===== src/rtl/reg_de_pkg.sv =====
// Shared pipeline-register constants: bubble encodings and hazard timing helpers.
package reg_de_pkg;
  localparam int          TNEW_W   = 2;
  localparam logic [31:0] NOP      = 32'h0000_0000;
  localparam logic [4:0]  EXC_NONE = 5'd0;

  // Tnew counts down one stage per register; it saturates at 0 rather than wrapping to 3.
  function automatic logic [TNEW_W-1:0] tnew_dec(input logic [TNEW_W-1:0] t);
    return (t == '0) ? '0 : t - 1'b1;
  endfunction
endpackage


===== src/rtl/reg_de_if.sv =====
// D-to-E pipeline boundary: hazard controls, D-stage operands and registered E-stage view.
interface reg_de_if;
  import reg_de_pkg::*;

  logic              stall, flush;
  logic [31:0]       PC_D, Instr_D, RD1_D, RD2_D, Ext_D;
  logic [4:0]        A3_D, ExcCode_D;
  logic [TNEW_W-1:0] Tnew_D;
  logic              BD_D;

  logic [31:0]       PC_E, Instr_E, RD1_E, RD2_E, Ext_E;
  logic [4:0]        A3_E, ExcCode_E;
  logic [TNEW_W-1:0] Tnew_E;
  logic              BD_E, Valid_E;
  logic [31:0]       BubbleCnt;

  modport master (
    output stall, flush, PC_D, Instr_D, RD1_D, RD2_D, Ext_D, A3_D, ExcCode_D, Tnew_D, BD_D,
    input  PC_E, Instr_E, RD1_E, RD2_E, Ext_E, A3_E, ExcCode_E, Tnew_E, BD_E, Valid_E, BubbleCnt
  );

  modport slave (
    input  stall, flush, PC_D, Instr_D, RD1_D, RD2_D, Ext_D, A3_D, ExcCode_D, Tnew_D, BD_D,
    output PC_E, Instr_E, RD1_E, RD2_E, Ext_E, A3_E, ExcCode_E, Tnew_E, BD_E, Valid_E, BubbleCnt
  );
endinterface


===== src/rtl/reg_de_pipe_field.sv =====
// One pipeline-register field: sync reset > clear > bubble > load.
module pipe_field #(
  parameter int           W    = 32,
  parameter bit           KEEP = 1'b0,
  parameter logic [W-1:0] CLR  = '0
) (
  input  logic         clk,
  input  logic         reset,
  input  logic         clr,
  input  logic         bubble,
  input  logic [W-1:0] d,
  output logic [W-1:0] q
);
  // KEEP fields still track D during a bubble so EPC stays correct for an interrupted bubble.
  always_ff @(posedge clk) begin
    if (reset)       q <= '0;
    else if (clr)    q <= CLR;
    else if (bubble) q <= KEEP ? d : CLR;
    else             q <= d;
  end
endmodule


===== src/rtl/reg_de.sv =====
// Decode-to-Execute pipeline register with bubble insertion, flush and bubble counter.
module reg_de
  import reg_de_pkg::*;
(
  input logic     clk,
  input logic     reset,
  reg_de_if.slave de
);
  logic [1:0]  vld_pipe;
  logic [31:0] bubble_cnt;

  assign vld_pipe[0] = 1'b1;

  pipe_field #(.W(32), .KEEP(1'b1)) u_pc (.clk(clk), .reset(reset), .clr(de.flush), .bubble(de.stall),
    .d(de.PC_D), .q(de.PC_E));
  pipe_field #(.W(32), .CLR(NOP)) u_instr (.clk(clk), .reset(reset), .clr(de.flush), .bubble(de.stall),
    .d(de.Instr_D), .q(de.Instr_E));
  pipe_field #(.W(32)) u_rd1 (.clk(clk), .reset(reset), .clr(de.flush), .bubble(de.stall),
    .d(de.RD1_D), .q(de.RD1_E));
  pipe_field #(.W(32)) u_rd2 (.clk(clk), .reset(reset), .clr(de.flush), .bubble(de.stall),
    .d(de.RD2_D), .q(de.RD2_E));
  pipe_field #(.W(32)) u_ext (.clk(clk), .reset(reset), .clr(de.flush), .bubble(de.stall),
    .d(de.Ext_D), .q(de.Ext_E));
  pipe_field #(.W(5)) u_a3 (.clk(clk), .reset(reset), .clr(de.flush), .bubble(de.stall),
    .d(de.A3_D), .q(de.A3_E));
  pipe_field #(.W(TNEW_W)) u_tnew (.clk(clk), .reset(reset), .clr(de.flush), .bubble(de.stall),
    .d(tnew_dec(de.Tnew_D)), .q(de.Tnew_E));
  pipe_field #(.W(1), .KEEP(1'b1)) u_bd (.clk(clk), .reset(reset), .clr(de.flush), .bubble(de.stall),
    .d(de.BD_D), .q(de.BD_E));
  pipe_field #(.W(5), .CLR(EXC_NONE)) u_exc (.clk(clk), .reset(reset), .clr(de.flush), .bubble(de.stall),
    .d(de.ExcCode_D), .q(de.ExcCode_E));
  pipe_field #(.W(1)) u_vld (.clk(clk), .reset(reset), .clr(de.flush), .bubble(de.stall),
    .d(vld_pipe[0]), .q(vld_pipe[1]));

  assign de.Valid_E = vld_pipe[1];

  // Flush outranks stall, so a flushed stall cycle is not counted as a bubble.
  always_ff @(posedge clk) begin
    if (reset)                       bubble_cnt <= '0;
    else if (de.stall && !de.flush)  bubble_cnt <= bubble_cnt + 32'd1;
  end

  assign de.BubbleCnt = bubble_cnt;
endmodule


===== src/flat_wrapper.sv =====
// flat-port wrapper written by rule: the top's interface ports become plain ports
module reg_de_flat import reg_de_pkg::*;
  (clk, reset, de_stall, de_flush, de_PC_D, de_Instr_D, de_RD1_D, de_RD2_D, de_Ext_D, de_A3_D, de_ExcCode_D, de_Tnew_D, de_BD_D, de_PC_E, de_Instr_E, de_RD1_E, de_RD2_E, de_Ext_E, de_A3_E, de_ExcCode_E, de_Tnew_E, de_BD_E, de_Valid_E, de_BubbleCnt);
  reg_de_if de_i ();
  input logic clk;
  input logic reset;
  input wire logic [$bits(de_i.stall)-1:0] de_stall;
  input wire logic [$bits(de_i.flush)-1:0] de_flush;
  input wire logic [$bits(de_i.PC_D)-1:0] de_PC_D;
  input wire logic [$bits(de_i.Instr_D)-1:0] de_Instr_D;
  input wire logic [$bits(de_i.RD1_D)-1:0] de_RD1_D;
  input wire logic [$bits(de_i.RD2_D)-1:0] de_RD2_D;
  input wire logic [$bits(de_i.Ext_D)-1:0] de_Ext_D;
  input wire logic [$bits(de_i.A3_D)-1:0] de_A3_D;
  input wire logic [$bits(de_i.ExcCode_D)-1:0] de_ExcCode_D;
  input wire logic [$bits(de_i.Tnew_D)-1:0] de_Tnew_D;
  input wire logic [$bits(de_i.BD_D)-1:0] de_BD_D;
  output wire logic [$bits(de_i.PC_E)-1:0] de_PC_E;
  output wire logic [$bits(de_i.Instr_E)-1:0] de_Instr_E;
  output wire logic [$bits(de_i.RD1_E)-1:0] de_RD1_E;
  output wire logic [$bits(de_i.RD2_E)-1:0] de_RD2_E;
  output wire logic [$bits(de_i.Ext_E)-1:0] de_Ext_E;
  output wire logic [$bits(de_i.A3_E)-1:0] de_A3_E;
  output wire logic [$bits(de_i.ExcCode_E)-1:0] de_ExcCode_E;
  output wire logic [$bits(de_i.Tnew_E)-1:0] de_Tnew_E;
  output wire logic [$bits(de_i.BD_E)-1:0] de_BD_E;
  output wire logic [$bits(de_i.Valid_E)-1:0] de_Valid_E;
  output wire logic [$bits(de_i.BubbleCnt)-1:0] de_BubbleCnt;
  assign de_i.stall = de_stall;
  assign de_i.flush = de_flush;
  assign de_i.PC_D = de_PC_D;
  assign de_i.Instr_D = de_Instr_D;
  assign de_i.RD1_D = de_RD1_D;
  assign de_i.RD2_D = de_RD2_D;
  assign de_i.Ext_D = de_Ext_D;
  assign de_i.A3_D = de_A3_D;
  assign de_i.ExcCode_D = de_ExcCode_D;
  assign de_i.Tnew_D = de_Tnew_D;
  assign de_i.BD_D = de_BD_D;
  assign de_PC_E = de_i.PC_E;
  assign de_Instr_E = de_i.Instr_E;
  assign de_RD1_E = de_i.RD1_E;
  assign de_RD2_E = de_i.RD2_E;
  assign de_Ext_E = de_i.Ext_E;
  assign de_A3_E = de_i.A3_E;
  assign de_ExcCode_E = de_i.ExcCode_E;
  assign de_Tnew_E = de_i.Tnew_E;
  assign de_BD_E = de_i.BD_E;
  assign de_Valid_E = de_i.Valid_E;
  assign de_BubbleCnt = de_i.BubbleCnt;
  reg_de u_core (.clk(clk), .reset(reset), .de(de_i));
endmodule

===== config.mk =====
export PLATFORM = sky130hd
export DESIGN_NAME = reg_de_flat
export DESIGN_NICKNAME = d
export VERILOG_FILES = /design/src/rtl/reg_de_pkg.sv /design/src/rtl/reg_de_if.sv /design/src/rtl/reg_de_pipe_field.sv /design/src/rtl/reg_de.sv /design/src/flat_wrapper.sv
export SDC_FILE = /design/constraint.sdc
export NUM_CORES = 1
export LEC_CHECK = 0
export BUFFER_PORTS_ARGS = -buffer_cell sky130_fd_sc_hd__buf_2
export CAP_MARGIN = 0
export CORE_AREA = 2 2 150 152
export DETAILED_ROUTE_END_ITERATION = 8
export DIE_AREA = 0 0 152 154
export PLACE_DENSITY = 0.63
export SLEW_MARGIN = 0
export SYNTH_ARGS = -nofsm -noshare
export SYNTH_HDL_FRONTEND = slang
export SYNTH_HIERARCHICAL = 1
export SYNTH_SLANG_ARGS = --single-unit

===== constraint.sdc =====
create_clock -name clk -period 2.13 [get_ports clk]
set_input_delay 0.213 -clock clk [delete_from_list [all_inputs] [get_ports clk]]
set_output_delay 0.213 -clock clk [all_outputs]
set_load 0.02 [all_outputs]

Yosys cells after proc, flatten, opt, wreduce, memory -nomap -nowiden. Cells that the tools add are included.

Bits in registers: 206. Bits in latches: 0. Memory bits (writable): 0. Memory bits (read-only): 0. Input port bits: 177. Output and inout port bits: 206. Memories kept: 0.

Add/sub/neg operators: 2. Multiply operators: 0. Divide/modulo/power cells: 0. Magnitude comparators: 0. Equal/unequal tests: 0. Shifts and indexed selects: 0. Mux-type cells: 1. Bitwise logic cells: 0. Reductions and logical operators: 6.

Operators with widths (number): adder 32 x 1 -> 32 bit, second input constant (1); OR reduction 4 bit (1); OR reduction 3 bit (1); zero test 2 bit (1); OR reduction 2 bit (1); subtractor 2 x 1 -> 2 bit, second input constant (1); logical AND 1 bit (1); zero test 1 bit (1); 2-to-1 mux 1 bit (1).

Logic depth before layout (Yosys ltp).
Depth after elaboration: 2. Depth in mapped cells: 7.

Cells and area by module. The synthesis kept the hierarchy.

By module, submodules not included: pipe_field (u_core.u_ext ...) (instances 4, cells an instance 73, area each 1191.1 µm², seq. area each 640.6 µm²); reg_de (instances 1, cells an instance 173, area each 1551.5 µm², seq. area each 640.6 µm²); pipe_field (u_core.u_pc) (instances 1, cells an instance 70, area each 1098.6 µm², seq. area each 640.6 µm²); pipe_field (u_core.u_a3 ...) (instances 2, cells an instance 10, area each 143.9 µm², seq. area each 100.1 µm²); pipe_field (u_core.u_tnew) (instances 1, cells an instance 4, area each 57.6 µm², seq. area each 40.0 µm²); pipe_field (u_core.u_vld) (instances 1, cells an instance 2, area each 35.0 µm², seq. area each 20.0 µm²); pipe_field (u_core.u_bd) (instances 1, cells an instance 2, area each 32.5 µm², seq. area each 20.0 µm²).

Least setup slack after synthesis. Ideal clock, no wire load.

Path type: reg2reg. Start: reg u_core.bubble_cnt[0] (netlist: u_core/de.BubbleCnt[0]). End: reg u_core.bubble_cnt[28] (netlist: u_core/de.BubbleCnt[28]). Data arrival time: 1911 ps. Required time: 2009 ps. Setup slack: 97 ps. Stages on the path, launching flop included: 8. Path buffers: 1. Period minus slack after synthesis: 2033 ps. Cell sequence: dfxtp_1 > ha_1 > nand4b_2 > nor4_4 > and2_1 > buf_6 > nand4_4 > mux2_4.

Word-level cells in the longest chain between the ends: 1.

RTL lines: from (decl) (line reg_de.sv:10) `logic [31:0] bubble_cnt;`; from (signal assigned) (line reg_de.sv:40) `else if (de.stall && !de.flush) bubble_cnt <= bubble_cnt + 32'd1;`; adder 32 x 1 -> 32 bit (line reg_de.sv:40).

No other way between the ends. A chain may end at the register's enable or synchronous reset.

Worst setup path after layout. Same ends and word-level chain as after synthesis.

==> metrics.md <==
| Metric | Value |
|---|---|
| Commonest non-fill, non-tap cell in the layout | `buf_2` |
| CTS Sinks | `~210` |
| Post-synth top area cell | `dfxtp_1` |
| Synth top area share | `0.527` |
| Status | `complete, no violations` |
| Final Util | `0.565` |
| DRT iter0 DRCs | `around 230` |
| Fraction of layout cells with a size suffix above 1 | `0.540` |
| Remaining global-route overflow | `0` |
| Clock power share | `0.446` |
| Yosys reg bits | `about 200` |
| CP startpoint kind | `flip-flop` |
| Final hold violations | `0` |
| EDFF count, synth | `0` |
| GPL Wtd Cong | `between 0.7 and 0.8` |
| Leakage | `~0.0053 uW` |
| Clock Latency Late Sink | `~0.5 ns` |
| Top Family by Delay on Critical Path | `simple AND/OR/NAND/NOR gates` |
| Sequential area share after synthesis | `0.527` |
| Overall power | `slightly above 9000 uW` |
| Sw Share | `0.225` |
| Worst path cell trace | `ha_1, nand4b_2, nor4_4, and2_1, nand4_4, mux2_4` |
| Peak VDD IR | `0.532 mV` |
| Period minus WS final | `between 1.5 and 2 ns` |
| Buf/Inv on CP | `0` |
| Ys async rst share | `0` |
| RSZ-0062 raised after global routing | `no` |
| Final setup fails | `0` |
| Remaining DRCs | `0` |
| First-pass DRT Iterations | `6` |
| Share of total power in sequential cells | `0.437` |
| Initial antenna violation count | `1` |
| Post-DP HPWL | `14,600 um` |
| Slowest-stage cell, CP | `dfxtp_1` |
| Max stage delay on crit path | `about 0.38 ns` |
| DIE AREA | `between 20,000 and 25,000 sq um` |
| Final nets | `about 1,300` |
| Slew Limit Fails | `0` |
| Global-route wire length before repair | `about 36,000 um` |
| Internal | `7050 uW` |
| Worst slew margin | `0.548` |
| Max Cap Viol | `0` |
| Mean post-synth cell area | `around 14 sq um` |
| DP Cell Count | `~1,200` |
| Tcrit/Tclk final | `0.897` |
| Worst Max-Slew Pin Slew | `0.678 ns` |
| Post-Layout Cell Count | `about 1,400` |
| Fillers | `~1,700` |
| FP Rows | `54` |
| Post-DRT Antenna Nets | `0` |
| Most frequent cells in the layout | `379 x buf_2, 206 x dfxtp_1, 163 x dlygate4sd3_1` |
| Power per cell area | `742 nW/um^2` |
| Worst hold path type | `in2reg` |
| Psw | `2050 uW` |
| Syn Inst Count | `around 560` |
| Arr. time, crit path | `between 2 and 2.5 ns` |
| Vias per inst | `4.67` |
| Vias in the first global route | `approximately 6,700` |
| Top-level I/O count | `383` |
| Routed WL | `between 20,000 and 25,000 um` |
| Mapped cell area | `between 7000 and 8000 sq um` |
| Clk slew on worst S/H paths | `~0.06 ns` |
| CTS Root Buffer Type | `clkbuf_16` |
| Setup Crit Path Kind | `reg2reg` |
| Ranking of synthesized cells by area | `dfxtp_1 53%, nor4b_2 23%, nor3b_2 5.0%` |
| Setup TNS | `0 ns` |
| Area Growth Syn to Fin | `56.6%` |
| F_max | `approximately 520 MHz` |
| Yosys cell types | `41` |
| Core area | `21,700 sq um` |
| Clock Skew | `~0.0038 ns` |
| GRT Resource Usage Total | `0.191` |
| CP Max Fanout | `5` |
| Critical Path End Type | `flip-flop` |
| Die Y | `around 150 um` |
| CTS tree | `built` |
| Initial core utilization | `0.361` |
| Ys flop type | `dfxtp_1` |
| Ys Warns | `6` |
| Pin count of the biggest net entering global routing | `approximately 100` |
| CTS Buffer Depth | `3` |
| Vias after detailed routing | `approximately 6,500` |
| H-Tree Depth | `1` |
| CP Data Required Time | `around 2.5 ns` |
| Port bufs | `382` |
| Net Count, Synth | `around 740` |
| Combinational Power Share | `0.117` |
| Wire per inst | `17.0 um` |
| Setup bufs post-CTS | `0` |
| Die width | `approximately 150 um` |
| TritonCTS buffer count | `23` |
==> path summary, 6_finish.rpt <==
| check | cells past startpoint | slack [ns] | from | endpoint |
|---|---|---|---|---|
| max | 6 | 0.22 | u_core/de.BubbleCnt[0] | u_core/de.BubbleCnt[28] |
| min | 2 | 0.02 | de_Instr_D[27] | u_core/u_instr/q[27] |
| max reg2reg | 6 | 0.22 | u_core/de.BubbleCnt[0] | u_core/de.BubbleCnt[28] |
| min reg2reg | 2 | 0.52 | u_core/de.BubbleCnt[30] | u_core/de.BubbleCnt[30] |
==> timing repair <==
item | 4_1_cts | 5_1_grt
hold buffers | 163 | 0
gates resized for setup | 0 | 0
hold endpoints to repair | 163 | 0
==> through the flow <==
stage / setup WS, ns / hold WS [ns] / cell area (sq um)
final: 0.220 / 0.0159 / 12300
after global routing: 0.0891 / 0.00563 / 12300
after CTS: 0.217 / 0.000874 / 12300
after detailed placement: 0.231 / 0.454 / 9840
after global placement: 0.250 / 0.447 / 9840
after floorplan: 0.0974 / 0.282 / 7830
==> flip-flops by register name, indices dropped and copies added, names as in the netlist, 2 cells and up <==
signal               flops
u_core/u_exc/q           5
u_core/u_tnew/q          2
u_core/u_a3/q            5
u_core/u_ext/q          32
u_core/de.BubbleCnt     32
u_core/u_rd2/q          32
u_core/u_rd1/q          32
u_core/u_pc/q           32
u_core/u_instr/q        32
==> cell usage after synthesis, types with 3 or more instances <==
master / count
buf_6: 31
nor3b_2: 31
nand4_1: 5
clkbuf_1: 3
and2_1: 4
nor2_1: 29
nand3_1: 12
nor3_1: 6
or3_1: 4
xor2_1: 9
dfxtp_1: 206
xnor2_1: 14
nor2b_1: 5
nand2_1: 9
nor4_1: 3
nor4b_2: 121
and4_2: 3
nor4b_1: 20
a21oi_1: 5
o21ai_0: 4
buf_2: 12
and3_2: 3
==> kinds of logic after synthesis <==
| kind of cell | Yosys count | share of synthesized area |
|---|---|---|
| and+or+nand+nor | 268 | 0.375 |
| adders and majority gates | 1 | 0.00160 |
| other | 1 | 0.000479 |
| xor gates and xnor gates | 23 | 0.0257 |
| buffers and inverters | 50 | 0.0566 |
| muxes | 4 | 0.00655 |
| DFF | 206 | 0.527 |
| AOI/OAI and AO/OA | 10 | 0.00687 |
==> final cells by class <==
cell class	count	area (sq um)	area share
flip-flops and latches	206	4120	0.336
repair buffers	560	3730	0.304
multi-input cells	307	3260	0.266
clock buffers	32	679	0.0554
well taps	280	350	0.0286
clock inverters	5	100	0.00817
inverters	2	7.51	0.000613
diodes	1	2.50	0.000204
==> metal layers <==
layer,track usage,share of wire,vias up
met5,0,0,-
met4,0.0619,0.029,0
met3,0.0510,0.068,48
met2,0.350,0.51,262
met1,0.214,0.39,3053
li1,-,-,3139
==> power groups by stage <==
stage	clock (uW)	sequential, uW	combinational, uW
3_3_place_gp	0	4060	813
5_1_grt	4320	3980	1130
6_report	4060	3980	1060
3_5_place_dp	0	4060	816
2_1_floorplan	0	4190	378
4_1_cts	4160	3980	1060
Power figures use the tool's default switching activity.
